<file path="src/rtl/pipeline_rf_pkg.sv">
// Shared constants and helpers for the decode-stage register file.
// Default widths, read-port count and packed-port slice offsets.
package pipeline_rf_pkg;

   localparam int DEF_DATA_W = 32;
   localparam int DEF_ADDR_W = 5;
   localparam int DEF_NUM_RD = 2;

   // Low bit of port `port` inside a packed bus of `width`-bit lanes.
   function automatic int slice_lo(input int port, input int width);
      return port * width;
   endfunction

endpackage

</file>
<file path="src/rtl/reg_file_scoreboard.sv">
// Per-register busy bits for hazard detection in the decode stage.
// Ports: i_clk, i_rst (sync, active-high), i_clk_enable,
//   i_wr_en_0/1 + i_wr_addr_0/1 (clear), i_claim_en + i_claim_addr (set),
//   i_rd_addr (packed read addresses), o_rd_busy (one bit per read port).
module reg_file_scoreboard
   import pipeline_rf_pkg::*;
#(
   parameter int ADDR_W   = DEF_ADDR_W,
   parameter int NUM_RD   = DEF_NUM_RD,
   parameter int ZERO_REG = 1,
   parameter int BYPASS   = 1
) (
   input  logic                     i_clk,
   input  logic                     i_rst,
   input  logic                     i_clk_enable,
   input  logic                     i_wr_en_0,
   input  logic [ADDR_W-1:0]        i_wr_addr_0,
   input  logic                     i_wr_en_1,
   input  logic [ADDR_W-1:0]        i_wr_addr_1,
   input  logic                     i_claim_en,
   input  logic [ADDR_W-1:0]        i_claim_addr,
   input  logic [NUM_RD*ADDR_W-1:0] i_rd_addr,
   output logic [NUM_RD-1:0]        o_rd_busy
);

   localparam int NUM_REGS = 1 << ADDR_W;

   logic [NUM_REGS-1:0] busy_q;
   logic [NUM_REGS-1:0] busy_d;

   // Claim is applied after the clears so a new producer wins.
   always_comb begin
      busy_d = busy_q;
      if (i_clk_enable) begin
         if (i_wr_en_0) busy_d[i_wr_addr_0] = 1'b0;
         if (i_wr_en_1) busy_d[i_wr_addr_1] = 1'b0;
         if (i_claim_en) busy_d[i_claim_addr] = 1'b1;
      end
      if (ZERO_REG != 0) busy_d[0] = 1'b0;
   end

   always_ff @(posedge i_clk) begin
      if (i_rst) busy_q <= '0;
      else       busy_q <= busy_d;
   end

   for (genvar k = 0; k < NUM_RD; k++) begin : g_rd
      localparam int LO = slice_lo(k, ADDR_W);
      logic [ADDR_W-1:0] ra;
      logic              hit;
      logic              busy;

      assign ra = i_rd_addr[LO +: ADDR_W];

      // A same-cycle write retires the old producer; only a
      // coincident claim on that register keeps it pending.
      always_comb begin
         hit  = (i_wr_en_0 && (i_wr_addr_0 == ra))
              || (i_wr_en_1 && (i_wr_addr_1 == ra));
         busy = busy_q[ra];
         if ((BYPASS != 0) && i_clk_enable && hit)
            busy = i_claim_en && (i_claim_addr == ra);
         if ((ZERO_REG != 0) && (ra == '0)) busy = 1'b0;
      end

      assign o_rd_busy[k] = busy;
   end

endmodule

</file>
<file path="src/rtl/pipeline_reg_file.sv">
// Architectural register file: NUM_RD read ports, two write ports,
// optional write-to-read bypass and a busy-bit scoreboard.
// Ports: i_clk, i_rst (sync, active-high), i_clk_enable (stall gate),
//   i_rd_addr -> o_rd_data / o_rd_busy (packed, combinational),
//   i_wr_en/addr/data_0 (older), i_wr_en/addr/data_1 (younger),
//   i_claim_en/i_claim_addr (mark destination pending).
module pipeline_reg_file
   import pipeline_rf_pkg::*;
#(
   parameter int DATA_W   = DEF_DATA_W,
   parameter int ADDR_W   = DEF_ADDR_W,
   parameter int NUM_RD   = DEF_NUM_RD,
   parameter int ZERO_REG = 1,
   parameter int BYPASS   = 1
) (
   input  logic                     i_clk,
   input  logic                     i_rst,
   input  logic                     i_clk_enable,
   input  logic [NUM_RD*ADDR_W-1:0] i_rd_addr,
   output logic [NUM_RD*DATA_W-1:0] o_rd_data,
   output logic [NUM_RD-1:0]        o_rd_busy,
   input  logic                     i_wr_en_0,
   input  logic [ADDR_W-1:0]        i_wr_addr_0,
   input  logic [DATA_W-1:0]        i_wr_data_0,
   input  logic                     i_wr_en_1,
   input  logic [ADDR_W-1:0]        i_wr_addr_1,
   input  logic [DATA_W-1:0]        i_wr_data_1,
   input  logic                     i_claim_en,
   input  logic [ADDR_W-1:0]        i_claim_addr
);

   localparam int NUM_REGS = 1 << ADDR_W;

   logic [DATA_W-1:0] regs_q [NUM_REGS];
   logic [DATA_W-1:0] regs_d [NUM_REGS];

   // Port 1 is written last so the younger instruction wins a collision.
   always_comb begin
      regs_d = regs_q;
      if (i_clk_enable) begin
         if (i_wr_en_0) regs_d[i_wr_addr_0] = i_wr_data_0;
         if (i_wr_en_1) regs_d[i_wr_addr_1] = i_wr_data_1;
      end
      if (ZERO_REG != 0) regs_d[0] = '0;
   end

   always_ff @(posedge i_clk) begin
      if (i_rst) regs_q <= '{default: '0};
      else       regs_q <= regs_d;
   end

   for (genvar k = 0; k < NUM_RD; k++) begin : g_rd
      localparam int ALO = slice_lo(k, ADDR_W);
      localparam int DLO = slice_lo(k, DATA_W);
      logic [ADDR_W-1:0] ra;
      logic [DATA_W-1:0] rdata;
      logic              hit_0;
      logic              hit_1;

      assign ra = i_rd_addr[ALO +: ADDR_W];

      always_comb begin
         hit_0 = i_wr_en_0 && (i_wr_addr_0 == ra);
         hit_1 = i_wr_en_1 && (i_wr_addr_1 == ra);
         rdata = regs_q[ra];
         if ((BYPASS != 0) && i_clk_enable) begin
            if (hit_1)      rdata = i_wr_data_1;
            else if (hit_0) rdata = i_wr_data_0;
         end
         if ((ZERO_REG != 0) && (ra == '0)) rdata = '0;
      end

      assign o_rd_data[DLO +: DATA_W] = rdata;
   end

   reg_file_scoreboard #(
      .ADDR_W   (ADDR_W),
      .NUM_RD   (NUM_RD),
      .ZERO_REG (ZERO_REG),
      .BYPASS   (BYPASS)
   ) u_sb (
      .i_clk        (i_clk),
      .i_rst        (i_rst),
      .i_clk_enable (i_clk_enable),
      .i_wr_en_0    (i_wr_en_0),
      .i_wr_addr_0  (i_wr_addr_0),
      .i_wr_en_1    (i_wr_en_1),
      .i_wr_addr_1  (i_wr_addr_1),
      .i_claim_en   (i_claim_en),
      .i_claim_addr (i_claim_addr),
      .i_rd_addr    (i_rd_addr),
      .o_rd_busy    (o_rd_busy)
   );

endmodule
</file>
<file path="config.mk">
export PLATFORM = sky130hd
export DESIGN_NAME = pipeline_reg_file
export DESIGN_NICKNAME = d
export VERILOG_FILES = /design/src/rtl/pipeline_rf_pkg.sv /design/src/rtl/reg_file_scoreboard.sv /design/src/rtl/pipeline_reg_file.sv
export SDC_FILE = /design/constraint.sdc
export NUM_CORES = 2
export LEC_CHECK = 0
export CAP_MARGIN = 40
export CORE_UTILIZATION = 51
export DETAILED_ROUTE_END_ITERATION = 12
export PLACE_DENSITY = 0.68
export SLEW_MARGIN = 30
export SYNTH_ARGS = -nofsm -noshare
export SYNTH_HDL_FRONTEND = slang
export SYNTH_HIERARCHICAL = 1
export SYNTH_SLANG_ARGS = --single-unit
</file>
<file path="constraint.sdc">
create_clock -name i_clk -period 5.7 [get_ports i_clk]
set_clock_uncertainty 0.1 [all_clocks]
set_input_delay 0.57 -clock i_clk [delete_from_list [all_inputs] [get_ports i_clk]]
set_output_delay 0.57 -clock i_clk [all_outputs]
set_load 0.01 [all_outputs]
</file>
==> metrics.yaml <==
status: "finished clean"
postCtsHoldBufs: 0
cts_buffers: 113
yosys.area_share.simple_pct: 14.7
required_ps: 5030
ys_warn_count: 6
chipHeight_um: 365
nets: 7663
min_period_ps: 4970
portBuffers: 160
synthArstFlopShare_pct: 0
htree_num_levels: 3
worst_skew_pair.late_latency_ps: 770
ys_types: 61
synth-compound-area-share_pct: 23.3
cp.arrival_ps: 4300
post-cts-setup-buffer-count: 0
drc_errors: 0
utilization_pct: 56.9
grt.met2_usage_pct: 61.2
synth_xor_area_share_pct: 0.638
grt_remaining_overflow: 0
synth_cells: 8055
routed_wl_um: 305000
cts_buffer_depth: 3
grt_max_degree: 190
finalSetupTns_ps: 0
instances_no_fill: 9411
met3_usage_pct: 15.8
chipWidth_um: 365
grt_pass1_vias: 64000
vias_per_cell: 7.32
antenna_found_initial: 12
area_growth_pct: 10.1
ys_ff_latch: 1023
multi_input_comb_area_um2: 42700
cap_violations: 0
coreArea_um2: 130000
cp-start-kind: "primary input"
grt_pass1_wl_um: 437000
detail-route-antenna-nets: 0
finalMaxSlewViolations: 0
dp_cells: 9186
vias: 68900
synth-edff-count: 0
synthAdderAreaFrac_pct: 0
row_count: 132
die_area_um2: 133000
finalHoldViolCount: 0
path_clk_slew_ps: 60
clock_sinks: 1023
ios: 161
synth_flop_cell: "dfxtp_1"
hold_class: "in2reg"
min_period_over_period_pct: 87.2
cts-root-buf: "clkbuf_16"
layout-drive-gt1-share_pct: 9.93
syn-num-nets: 8150
drtIter0Drc: 11400
ctsResizeCount: 0
synthTopCellsByCount: "mux2i_1 (1367), nor2_1 (1082), dfxtp_1 (1023)"
tightest_slew_ps: 1120
grt_busiest_layer: "met2"
post-synth-top-area-fraction_pct: 30.4
cts_tree: "built"
synth_area_leaders: "dfxtp_1 (30%), mux2i_1 (20%), a211oi_1 (9.0%)"
drtPass1Iterations: 6
fillers: 11700
synthMuxAreaShare_pct: 24.1
yosysSeqAreaShare_pct: 30.4
fmax_mhz: 201
syn_avg_cell_area_um2: 8.35
setup_viol: 0
power_leakage_nw: 25.8
slew_headroom_pct: 25.2
synth_top_area_cell: "dfxtp_1"
dp.final_hpwl_um: 182000
vdd_drop_max_mv: 0.266
start_util_pct: 51.7
globalplace.congestion: 0.958
synth_top_family_by_area: "multiplexers"
synth_most_common_cell: "mux2i_1"
p_per_area_nw_per_um2: 239
register_area_um2: 20500
rsz0062_at_grt: "no"
cp_max_fo: 20
cp-end-kind: "primary output"
syn_area_um2: 67300
routedWlPerCell_um: 32.4
path_class: "in2out"
grt_usage_pct: 44.1
met1_usage_pct: 55.5
critical path, cell delays in order:
cell	delay, ps
clkdlybuf4s50_1	720
xor2_1	290
nor4_1	350
and3_2	500
buf_4	480
a22oi_1	180
o22ai_1	480
clkdlybuf4s50_1	660
stage by stage:
| step | total power, W | hold WS (ps) | area, um2 | setup WS, ps |
|---|---|---|---|---|
| floorplan | 0.00913 | 371 | 67300 | 2850 |
| global placement | 0.0101 | 392 | 69300 | 990 |
| detailed placement | 0.0102 | 399 | 70200 | 975 |
| CTS | 0.0175 | 166 | 73900 | 963 |
| global route | 0.0180 | 184 | 74100 | 646 |
| finish | 0.0177 | 168 | 74100 | 728 |
layout make-up:
cell class	instances	area share (%)
repair buffers	469	6.79
diodes	8	0.0270
clock buffers	185	4.68
inverters	5	0.0253
well taps	1742	2.94
flip-flops and latches	1023	27.6
clock inverters	23	0.255
multi-input cells	5956	57.6
path summary, 6_finish.rpt:
path / cells after the start / start / end / slack [ps]
worst min register to register: 2 / regs_q[804] / regs_q[804] / 410
worst max-delay path: 8 / i_wr_addr_1[0] / o_rd_data[62] / 730
worst max register to register: 2 / regs_q[894] / regs_q[894] / 4640
worst min-delay path: 2 / i_rst / u_sb/busy_q[12] / 170
metal layers:
layer  routed length (um)  vias up
li1                     -    29000
met4                26400       14
met1               111000    32900
met2               122000     5546
met5                  100        -
met3                45400     1438
layout by cell type, fill, tap and decap left out, types with 10 or more instances in the layout:
cell                n
a211oi_1          807
a21oi_1            71
a221oi_1           66
a22oi_1           417
a311oi_1          186
a31oi_1            62
and2_0             10
and2_1             17
and2_2             10
and3_1             63
buf_12             58
buf_16             17
buf_4             230
clkbuf_1           36
clkbuf_16         114
clkbuf_8           35
clkdlybuf4s50_1   151
clkinv_2           16
dfxtp_1          1023
mux2_2             68
mux2i_1          1367
mux4_2             75
nand2_1           486
nand2_2            19
nand3_1           323
nand3b_1           22
nor2_1           1060
nor2_4             23
nor2b_1            65
nor2b_4            15
nor3_1             70
o21a_4             10
o21ai_0           208
o22ai_1           102
o2bb2ai_1         169
or3_1              15
xnor2_1            17
xor2_1             32
registers in the layout, indices dropped and copies added, names as in the netlist:
name	flops
u_sb/busy_q	31
regs_q	992
power breakdown:
group / internal, W / switching [W]
Clock: 0.00421 / 0.00328
Combinational: 0.000944 / 0.00191
Sequential: 0.00724 / 0.0000769
cell families after synthesis:
family | count (synthesis)
AOI/OAI and AO/OA | 2128
xor gates and xnor gates | 49
buffers and inverters | 1076
DFF | 1023
muxes | 1512
and+or+nand+nor | 2267
(Power assumes the default switching activity.)
